File: src/rtl/delay_tap_scheduler.sv
// Time-multiplexes one single-port stereo sample RAM between the sample writer and
// NUM_TAPS delay taps: one write per sample strobe, then one read per tap.
module delay_tap_scheduler #(
  parameter int unsigned DATA_WIDTH = 16,
  parameter int unsigned ADDR_WIDTH = 10,
  parameter int unsigned NUM_TAPS   = 2
) (
  input  logic                             clk,
  input  logic                             reset,
  input  logic                             sample_strobe,
  input  logic [DATA_WIDTH-1:0]            audio_left_in,
  input  logic [DATA_WIDTH-1:0]            audio_right_in,
  input  logic [NUM_TAPS*ADDR_WIDTH-1:0]   tap_delay,
  output logic [ADDR_WIDTH-1:0]            ram_addr,
  output logic                             ram_we,
  output logic [2*DATA_WIDTH-1:0]          ram_wdata,
  input  logic [2*DATA_WIDTH-1:0]          ram_rdata,
  output logic [NUM_TAPS*DATA_WIDTH-1:0]   tap_left_out,
  output logic [NUM_TAPS*DATA_WIDTH-1:0]   tap_right_out,
  output logic                             tap_valid,
  output logic                             busy,
  output logic                             overrun
);

  localparam int unsigned DEPTH = 2 ** ADDR_WIDTH;
  localparam int unsigned KW    = (NUM_TAPS > 1) ? $clog2(NUM_TAPS) : 1;
  localparam int unsigned DW    = DATA_WIDTH;
  localparam int unsigned AW    = ADDR_WIDTH;

  typedef enum logic [1:0] {
    IDLE,
    WRITE,
    READ,
    CAPTURE
  } state_t;

  state_t          state;
  logic [AW-1:0]   wr_ptr;
  logic [AW-1:0]   last_ptr;
  logic [KW-1:0]   tap_idx;
  logic [AW-1:0]   delay_q     [NUM_TAPS];
  logic [DW-1:0]   shadow_left [NUM_TAPS];
  logic [DW-1:0]   shadow_right[NUM_TAPS];

  // Saturate a requested delay at the oldest sample the RAM still holds.
  function automatic logic [AW-1:0] clamp_delay(input logic [AW-1:0] d);
    logic [AW:0] wide;
    wide = {1'b0, d};
    clamp_delay = (wide > (AW+1)'(DEPTH - 1)) ? AW'(DEPTH - 1) : d;
  endfunction

  always_ff @(posedge clk) begin
    if (reset) begin
      state         <= IDLE;
      wr_ptr        <= '0;
      last_ptr      <= '0;
      tap_idx       <= '0;
      ram_we        <= 1'b0;
      ram_addr      <= '0;
      ram_wdata     <= '0;
      tap_left_out  <= '0;
      tap_right_out <= '0;
      tap_valid     <= 1'b0;
      busy          <= 1'b0;
      overrun       <= 1'b0;
      for (int k = 0; k < int'(NUM_TAPS); k++) begin
        delay_q[k]      <= '0;
        shadow_left[k]  <= '0;
        shadow_right[k] <= '0;
      end
    end else begin
      tap_valid <= 1'b0;
      // Any strobe while a schedule is running is dropped and flagged.
      if (sample_strobe && (state != IDLE)) begin
        overrun <= 1'b1;
      end
      case (state)
        IDLE: begin
          if (sample_strobe) begin
            for (int k = 0; k < int'(NUM_TAPS); k++) begin
              delay_q[k] <= clamp_delay(tap_delay[k*AW +: AW]);
            end
            ram_we    <= 1'b1;
            ram_addr  <= wr_ptr;
            ram_wdata <= {audio_left_in, audio_right_in};
            busy      <= 1'b1;
            state     <= WRITE;
          end
        end
        WRITE: begin
          ram_we   <= 1'b0;
          last_ptr <= wr_ptr;
          wr_ptr   <= wr_ptr + 1'b1;
          ram_addr <= wr_ptr - delay_q[0];
          tap_idx  <= '0;
          state    <= READ;
        end
        READ: begin
          // Read data lags the address by one cycle, so tap k-1 lands now.
          if (tap_idx != '0) begin
            shadow_left[KW'(tap_idx - 1'b1)]  <= ram_rdata[2*DW-1:DW];
            shadow_right[KW'(tap_idx - 1'b1)] <= ram_rdata[DW-1:0];
          end
          if (tap_idx == KW'(NUM_TAPS - 1)) begin
            state <= CAPTURE;
          end else begin
            tap_idx  <= tap_idx + 1'b1;
            ram_addr <= last_ptr - delay_q[KW'(tap_idx + 1'b1)];
          end
        end
        CAPTURE: begin
          // Last tap comes straight from the RAM; all taps update together.
          for (int k = 0; k < int'(NUM_TAPS); k++) begin
            if (k == int'(NUM_TAPS) - 1) begin
              tap_left_out[k*DW +: DW]  <= ram_rdata[2*DW-1:DW];
              tap_right_out[k*DW +: DW] <= ram_rdata[DW-1:0];
            end else begin
              tap_left_out[k*DW +: DW]  <= shadow_left[k];
              tap_right_out[k*DW +: DW] <= shadow_right[k];
            end
          end
          tap_valid <= 1'b1;
          busy      <= 1'b0;
          state     <= IDLE;
        end
        default: state <= IDLE;
      endcase
    end
  end

endmodule

File: config.mk
export PLATFORM = sky130hd
export DESIGN_NAME = delay_tap_scheduler
export DESIGN_NICKNAME = d
export VERILOG_FILES = /design/src/rtl/delay_tap_scheduler.sv
export SDC_FILE = /design/constraint.sdc
export NUM_CORES = 1
export LEC_CHECK = 0
export BUFFER_PORTS_ARGS = -buffer_cell sky130_fd_sc_hd__clkbuf_2
export CAP_MARGIN = 0
export CORE_AREA = 2 2 124 126
export CTS_CLUSTER_DIAMETER = 150
export DETAILED_ROUTE_END_ITERATION = 8
export DIE_AREA = 0 0 126 128
export PLACE_DENSITY_LB_ADDON = 0.2
export SLEW_MARGIN = 20
export SYNTH_ARGS = -nofsm -noshare
export SYNTH_HDL_FRONTEND = slang
export SYNTH_SLANG_ARGS = --single-unit
File: constraint.sdc
create_clock -name clk -period 4.92 [get_ports clk]
set_input_delay 0.984 -clock clk [delete_from_list [all_inputs] [get_ports clk]]
set_output_delay 0.984 -clock clk [all_outputs]
set_load 0.02 [all_outputs]
==> impl_metrics.py, run 1 <==
metrics = {
    "logic_synthesis": {
        "synth_edf_count": 52,
        "synth.avg_cell_area_um2": 11.0,
        "syn_nets": 809,
        "yosysSeqAreaShare_pct": 55.1,
        "syn-cell-area_um2": 7670,
        "ys_ff_latch": 185,
        "async_reset_ff_share_pct": 0,
        "netlist_instances": 697,
        "yosysWarnings": 0,
        "synth_cell_types": 50,
        "synth_ff_type": "dfxtp_1",
    },
    "timing": {
        "drv_slew": 0,
        "rsz0062_at_grt": "false",
        "worst_slew_pin_slew_ns": 1.07,
        "finalCriticalPeriod_ns": 3.09,
        "max_slew_margin_pct": 28.4,
        "fin_ws_ns": 1.83,
        "max_freq_mhz": 324,
        "holdWs_ns": 0.465,
        "tns_ns": 0,
        "hold_violations": 0,
        "clock_skew_ns": 0.00746,
        "setup_violations": 0,
        "fin_crit_sh_pct": 62.7,
    },
    "critical_path": {
        "cp_max_fo": 22,
        "worstSetupEndpointType": "flop",
        "reg2reg_depth": 6,
        "r2r_start": "state[0]$_SDFFE_PP0P_",
        "rr_endpoint": "wr_ptr[9]$_SDFFE_PP0P_",
        "startpoint_type": "flop",
        "critPathKind": "reg2reg",
        "crit_required_ns": 5.27,
        "reg2reg_slack_ns": 1.83,
        "arrival_ns": 3.44,
    },
    "final_layout": {
        "diodes": 0,
        "multi_input_area_um2": 3240,
        "seqCellArea_um2": 4220,
        "area_delta_synth_final_pct": 23.3,
        "final_common_cell": "clkbuf_2",
        "n_fill_cell": 1218,
        "drive_above_1_share_pct": 27.9,
        "fin_cells": 1081,
        "design_area_um2": 9450,
        "final_cell_mix": "195 x clkbuf_2, 133 x dfxtp_1, 100 x nor2_1",
        "utilization_pct": 63.6,
        "finish.net_count": 992,
    },
    "cts": {
        "tritoncts": "yes",
        "clkSinkCount": 185,
        "cts_buffers": 17,
        "post_cts_buffers": 0,
        "htreeDepth": 4,
        "worstSkewPairLatency_ns": 0.42,
        "postCtsHoldBufs": 0,
        "cts.clk_slew.worst_paths_ns": 0.07,
        "post_cts_resized": 0,
        "cts-root-buf": "clkbuf_16",
        "clock_path_buffers": 2,
    },
    "route": {
        "postRouteAntennaNets": 0,
        "vias": 5718,
        "drt-pass1-iter-count": 5,
        "drt-initial-drc-count": 337,
        "wl_per_cell_um": 15.8,
        "drc": 0,
        "drt-total-wl_mm": 17.1,
        "viasPerCell": 5.29,
    },
    "outcome": {
        "run_status": "complete, no violations",
    },
    "global_route": {
        "grtUsageTotal_pct": 21.4,
        "grt_pass1_vias": 5608,
        "grt_overflow": 0,
        "grt_pass1_wl_mm": 27.7,
        "antenna_found_initial": 0,
        "grt_max_degree": 105,
    },
    "run": {
        "drv_cap": 0,
    },
    "floorplanning": {
        "dieWidth_um": 126,
        "coreArea_um2": 14900,
        "initial_core_util_pct": 51.6,
        "die_y_um": 128,
        "row_count": 45,
        "io_pins": 197,
        "dieArea_um2": 16100,
    },
    "hold_path": {
        "hp-start": "ram_addr[1]$_SDFFE_PP0P_",
        "holdPathEnd": "ram_addr[1]$_SDFFE_PP0P_",
        "min-delay-path-class": "reg2reg",
        "holdPathStages": 2,
    },
    "power_and_ir_drop": {
        "p_total_mw": 4.77,
        "ir_drop_mv": 0.314,
        "power_density_nw_per_um2": 505,
        "leakagePower_nw": 3.98,
    },
    "placement": {
        "dp.cells": 1049,
        "gp_congestion": 0.844,
        "io_buffers": 196,
        "dp_hpwl_mm": 12.1,
        "pre_cts_ws_ns": 1.70,
        "postPlaceCellArea_um2": 8810,
    },
}
## Yosys cell counts (5+ instances only)
master    count  area share (%)
nand4_1       5            0.41
xor2_1        7            0.80
nor3_1        6            0.39
xnor2_1      11             1.3
nand2_1      13            0.64
a21oi_1      27             1.8
nor2b_1       6            0.49
buf_2         8            0.52
and2_1       53             4.3
clkbuf_1     26             1.3
dfxtp_1     133              35
nor2_1      100             4.9
edfxtp_1     52              20
ha_1         23             3.8
inv_1        23             1.1
o21ai_0      19             1.2
a22o_1       32             3.7
and3_1        6            0.49
mux2i_1      87              11
## critical path, cell delays in order, from the launching register on
cell     delay [ns]
dfxtp_1        0.44
ha_1           0.90
inv_1          0.32
nor4_1         0.73
nand2_1        0.14
or3_1          0.33
a21oi_1        0.15
## registers in the layout, summed over array words and instances (netlist names)
| signal | count |
|---|---|
| ram_wdata | 32 |
| last_ptr | 10 |
| shadow_left | 16 |
| ram_addr | 10 |
| overrun | 1 |
| ram_we | 1 |
| tap_idx | 1 |
| tap_valid | 1 |
| busy | 1 |
| shadow_right | 16 |
| state | 2 |
| delay_q | 20 |
| tap_left_out | 32 |
| tap_right_out | 32 |
| wr_ptr | 10 |
## kinds of logic after synthesis
family | share of synthesized area, %
adder cells (fa/ha/maj) | 4.27
XOR/XNOR | 2.06
AND/OR/NAND/NOR | 13.4
flip-flops | 55.1
buffers and inverters | 3.12
multiplexers | 11.5
AO/OA/AOI/OAI | 10.6
## power by group
group          total [mW]  switching (mW)  internal (mW)
Clock                1.46           0.625          0.838
Combinational        1.39           0.843          0.546
Sequential           1.92           0.137           1.78
## layout make-up
class,count,area share (%)
clock inverters,14,2.13
repair buffers,201,10.8
well taps,188,2.49
multi-input cells,451,34.3
clock buffers,18,4.65
inverters,24,0.953
flip-flops and latches,185,44.7
## per-layer routing
| metal | up-vias | wire length, um | track usage, % |
|---|---|---|---|
| met5 | - | 0 | 0 |
| met4 | 0 | 187 | 6.01 |
| met3 | 14 | 996 | 5.13 |
| met2 | 199 | 8190 | 35.0 |
| met1 | 2685 | 7750 | 28.4 |
| li1 | 2820 | - | - |
## worst max path at each step
stage                     startpoint                              end  slack, ns  cells after the start
2_1_floorplan  state[0]$_SDFFE_PP0P_  shadow_left[0][0]$_SDFFCE_PN0P_       1.46                      4
3_3_place_gp                   reset      delay_q[0][9]$_SDFFCE_PN0P_       1.82                      5
3_5_place_dp                   reset      delay_q[1][9]$_SDFFCE_PN0P_       1.70                      5
4_1_cts         tap_idx$_SDFFE_PP0N_         ram_addr[8]$_SDFFE_PP0P_       1.90                      9
5_1_grt        state[0]$_SDFFE_PP0P_           wr_ptr[9]$_SDFFE_PP0P_       1.60                      6
6_report       state[0]$_SDFFE_PP0P_           wr_ptr[9]$_SDFFE_PP0P_       1.83                      6
Note: power is estimated with default switching activity, not from simulation.
==> run 2: changes to the inputs <==
Clock period 4.92 ns to 2.97 ns, I/O delays scaled along.
==> run 2 against run 1 <==
Effect of this change:
- clock skew rose by 0.0034 ns
- clock-buffer cell count fell by 1
- maximum frequency rose by 21%
- non-clock buffer count rose by 4
- routed wire length rose by 3.1%
- critical path depth rose by 3
==> impl_metrics.py, run 2 (synthesis gave the netlist of run 1 again) <==
metrics = {
    "global_route": {
        "grt_max_degree": 88,
        "grt_pass1_vias": 5761,
        "antenna_found_initial": 0,
        "grt_pass1_wl_mm": 28.4,
        "grtUsageTotal_pct": 22.2,
        "grt_overflow": 0,
    },
    "timing": {
        "fin_crit_sh_pct": 86.2,
        "worst_slew_pin_slew_ns": 0.929,
        "clock_skew_ns": 0.0109,
        "setup_violations": 0,
        "finalCriticalPeriod_ns": 2.56,
        "rsz0062_at_grt": "false",
        "max_slew_margin_pct": 38.0,
        "tns_ns": 0,
        "max_freq_mhz": 391,
        "hold_violations": 0,
        "drv_slew": 0,
    },
    "power_and_ir_drop": {
        "p_total_mw": 7.90,
        "power_density_nw_per_um2": 833,
        "ir_drop_mv": 0.572,
        "leakagePower_nw": 4.00,
    },
    "cts": {
        "htreeDepth": 4,
        "postCtsHoldBufs": 0,
        "tritoncts": "yes",
        "cts-root-buf": "clkbuf_16",
        "cts.clk_slew.worst_paths_ns": 0.07,
        "post_cts_buffers": 0,
        "clkSinkCount": 185,
        "cts_buffers": 17,
        "clock_path_buffers": 2,
        "worstSkewPairLatency_ns": 0.43,
        "post_cts_resized": 0,
    },
    "route": {
        "postRouteAntennaNets": 0,
        "viasPerCell": 5.29,
        "drt-total-wl_mm": 17.7,
        "drc": 0,
        "vias": 5741,
        "drt-initial-drc-count": 276,
        "wl_per_cell_um": 16.3,
        "drt-pass1-iter-count": 4,
    },
    "critical_path": {
        "arrival_ns": 2.89,
        "cpMaxStageDelayCell": "dfxtp_1",
        "worstSetupEndpointType": "flop",
        "crit_chain": "inv_1, ha_1, fa_1, nor2b_1, o31a_1, o31ai_2, xnor2_1, a211oi_1, o41ai_2",
        "crit_required_ns": 3.30,
        "cp_slowest_stage_delay_ns": 0.43,
        "critPathKind": "reg2reg",
        "startpoint_type": "flop",
        "cp_max_fo": 6,
    },
    "final_layout": {
        "n_fill_cell": 1222,
        "diodes": 0,
        "area_delta_synth_final_pct": 23.7,
        "finish.net_count": 996,
        "top_regs": "ram_wdata (32), tap_left_out (32), tap_right_out (32)",
        "fin_cells": 1085,
        "final_common_cell": "clkbuf_2",
        "drive_above_1_share_pct": 28.2,
        "utilization_pct": 63.8,
        "final_cell_mix": "195 x clkbuf_2, 133 x dfxtp_1, 100 x nor2_1",
    },
    "floorplanning": {
        "dieArea_um2": 16100,
        "die_y_um": 128,
        "coreArea_um2": 14900,
        "initial_core_util_pct": 51.6,
        "row_count": 45,
        "io_pins": 197,
        "dieWidth_um": 126,
    },
    "hold_path": {
        "min-delay-path-class": "in2reg",
    },
    "run": {
        "drv_cap": 0,
    },
    "placement": {
        "io_buffers": 196,
        "gp_congestion": 0.940,
        "dp_hpwl_mm": 12.8,
        "dp.cells": 1053,
    },
    "outcome": {
        "run_status": "complete, no violations",
    },
}
-- run 2: final timing paths --
check | from | end | slack (ns) | depth (start not counted)
worst max-delay path | wr_ptr[0]$_SDFFE_PP0P_ | ram_addr[8]$_SDFFE_PP0P_ | 0.41 | 9
worst min-delay path | audio_right_in[4] | ram_wdata[4]$_SDFFE_PP0P_ | 0.37 | 2
worst max register to register | wr_ptr[0]$_SDFFE_PP0P_ | ram_addr[8]$_SDFFE_PP0P_ | 0.41 | 9
worst min register to register | ram_addr[1]$_SDFFE_PP0P_ | ram_addr[1]$_SDFFE_PP0P_ | 0.47 | 2
-- run 2: final cells by class --
class / instances / area [um^2] / area share, %
Sequential cell: 185 / 4220 / 44.5
Multi-Input combinational cell: 451 / 3240 / 34.1
Timing Repair Buffer: 205 / 1060 / 11.2
Clock buffer: 17 / 425 / 4.48
Tap cell: 188 / 235 / 2.48
Clock inverter: 15 / 211 / 2.23
Inverter: 24 / 90.1 / 0.949
-- run 2: routing by layer --
| metal | share of wire [%] | global-route usage, % |
|---|---|---|
| met4 | 1.4 | 7.43 |
| met1 | 44 | 28.5 |
| met5 | 0 | 0 |
| met3 | 6.6 | 6.14 |
| met2 | 48 | 36.5 |
-- run 2: critical path, delay by kind of cell (launching register included) --
family	cells	cell delay, ns
XOR/XNOR	1	0.27
AND/OR/NAND/NOR	1	0.18
AO/OA/AOI/OAI	4	0.81
flip-flops	1	0.43
buffers and inverters	1	0.11
adder cells (fa/ha/maj)	2	0.66
-- run 2: through the flow --
step	hold WS, ns	cell area (um^2)	setup WS [ns]
global route	0.353	9490	0.254
floorplan	0.456	7670	0.269
detailed placement	0.461	8850	0.481
CTS	0.352	9490	0.435
finish	0.368	9490	0.410
global placement	0.455	8850	0.543
-- run 2: power by group --
part | internal [mW] | total [mW] | switching, mW
Sequential | 2.95 | 3.16 | 0.212
Combinational | 0.910 | 2.33 | 1.42
Clock | 1.36 | 2.41 | 1.04
Total | 5.22 | 7.90 | 2.68
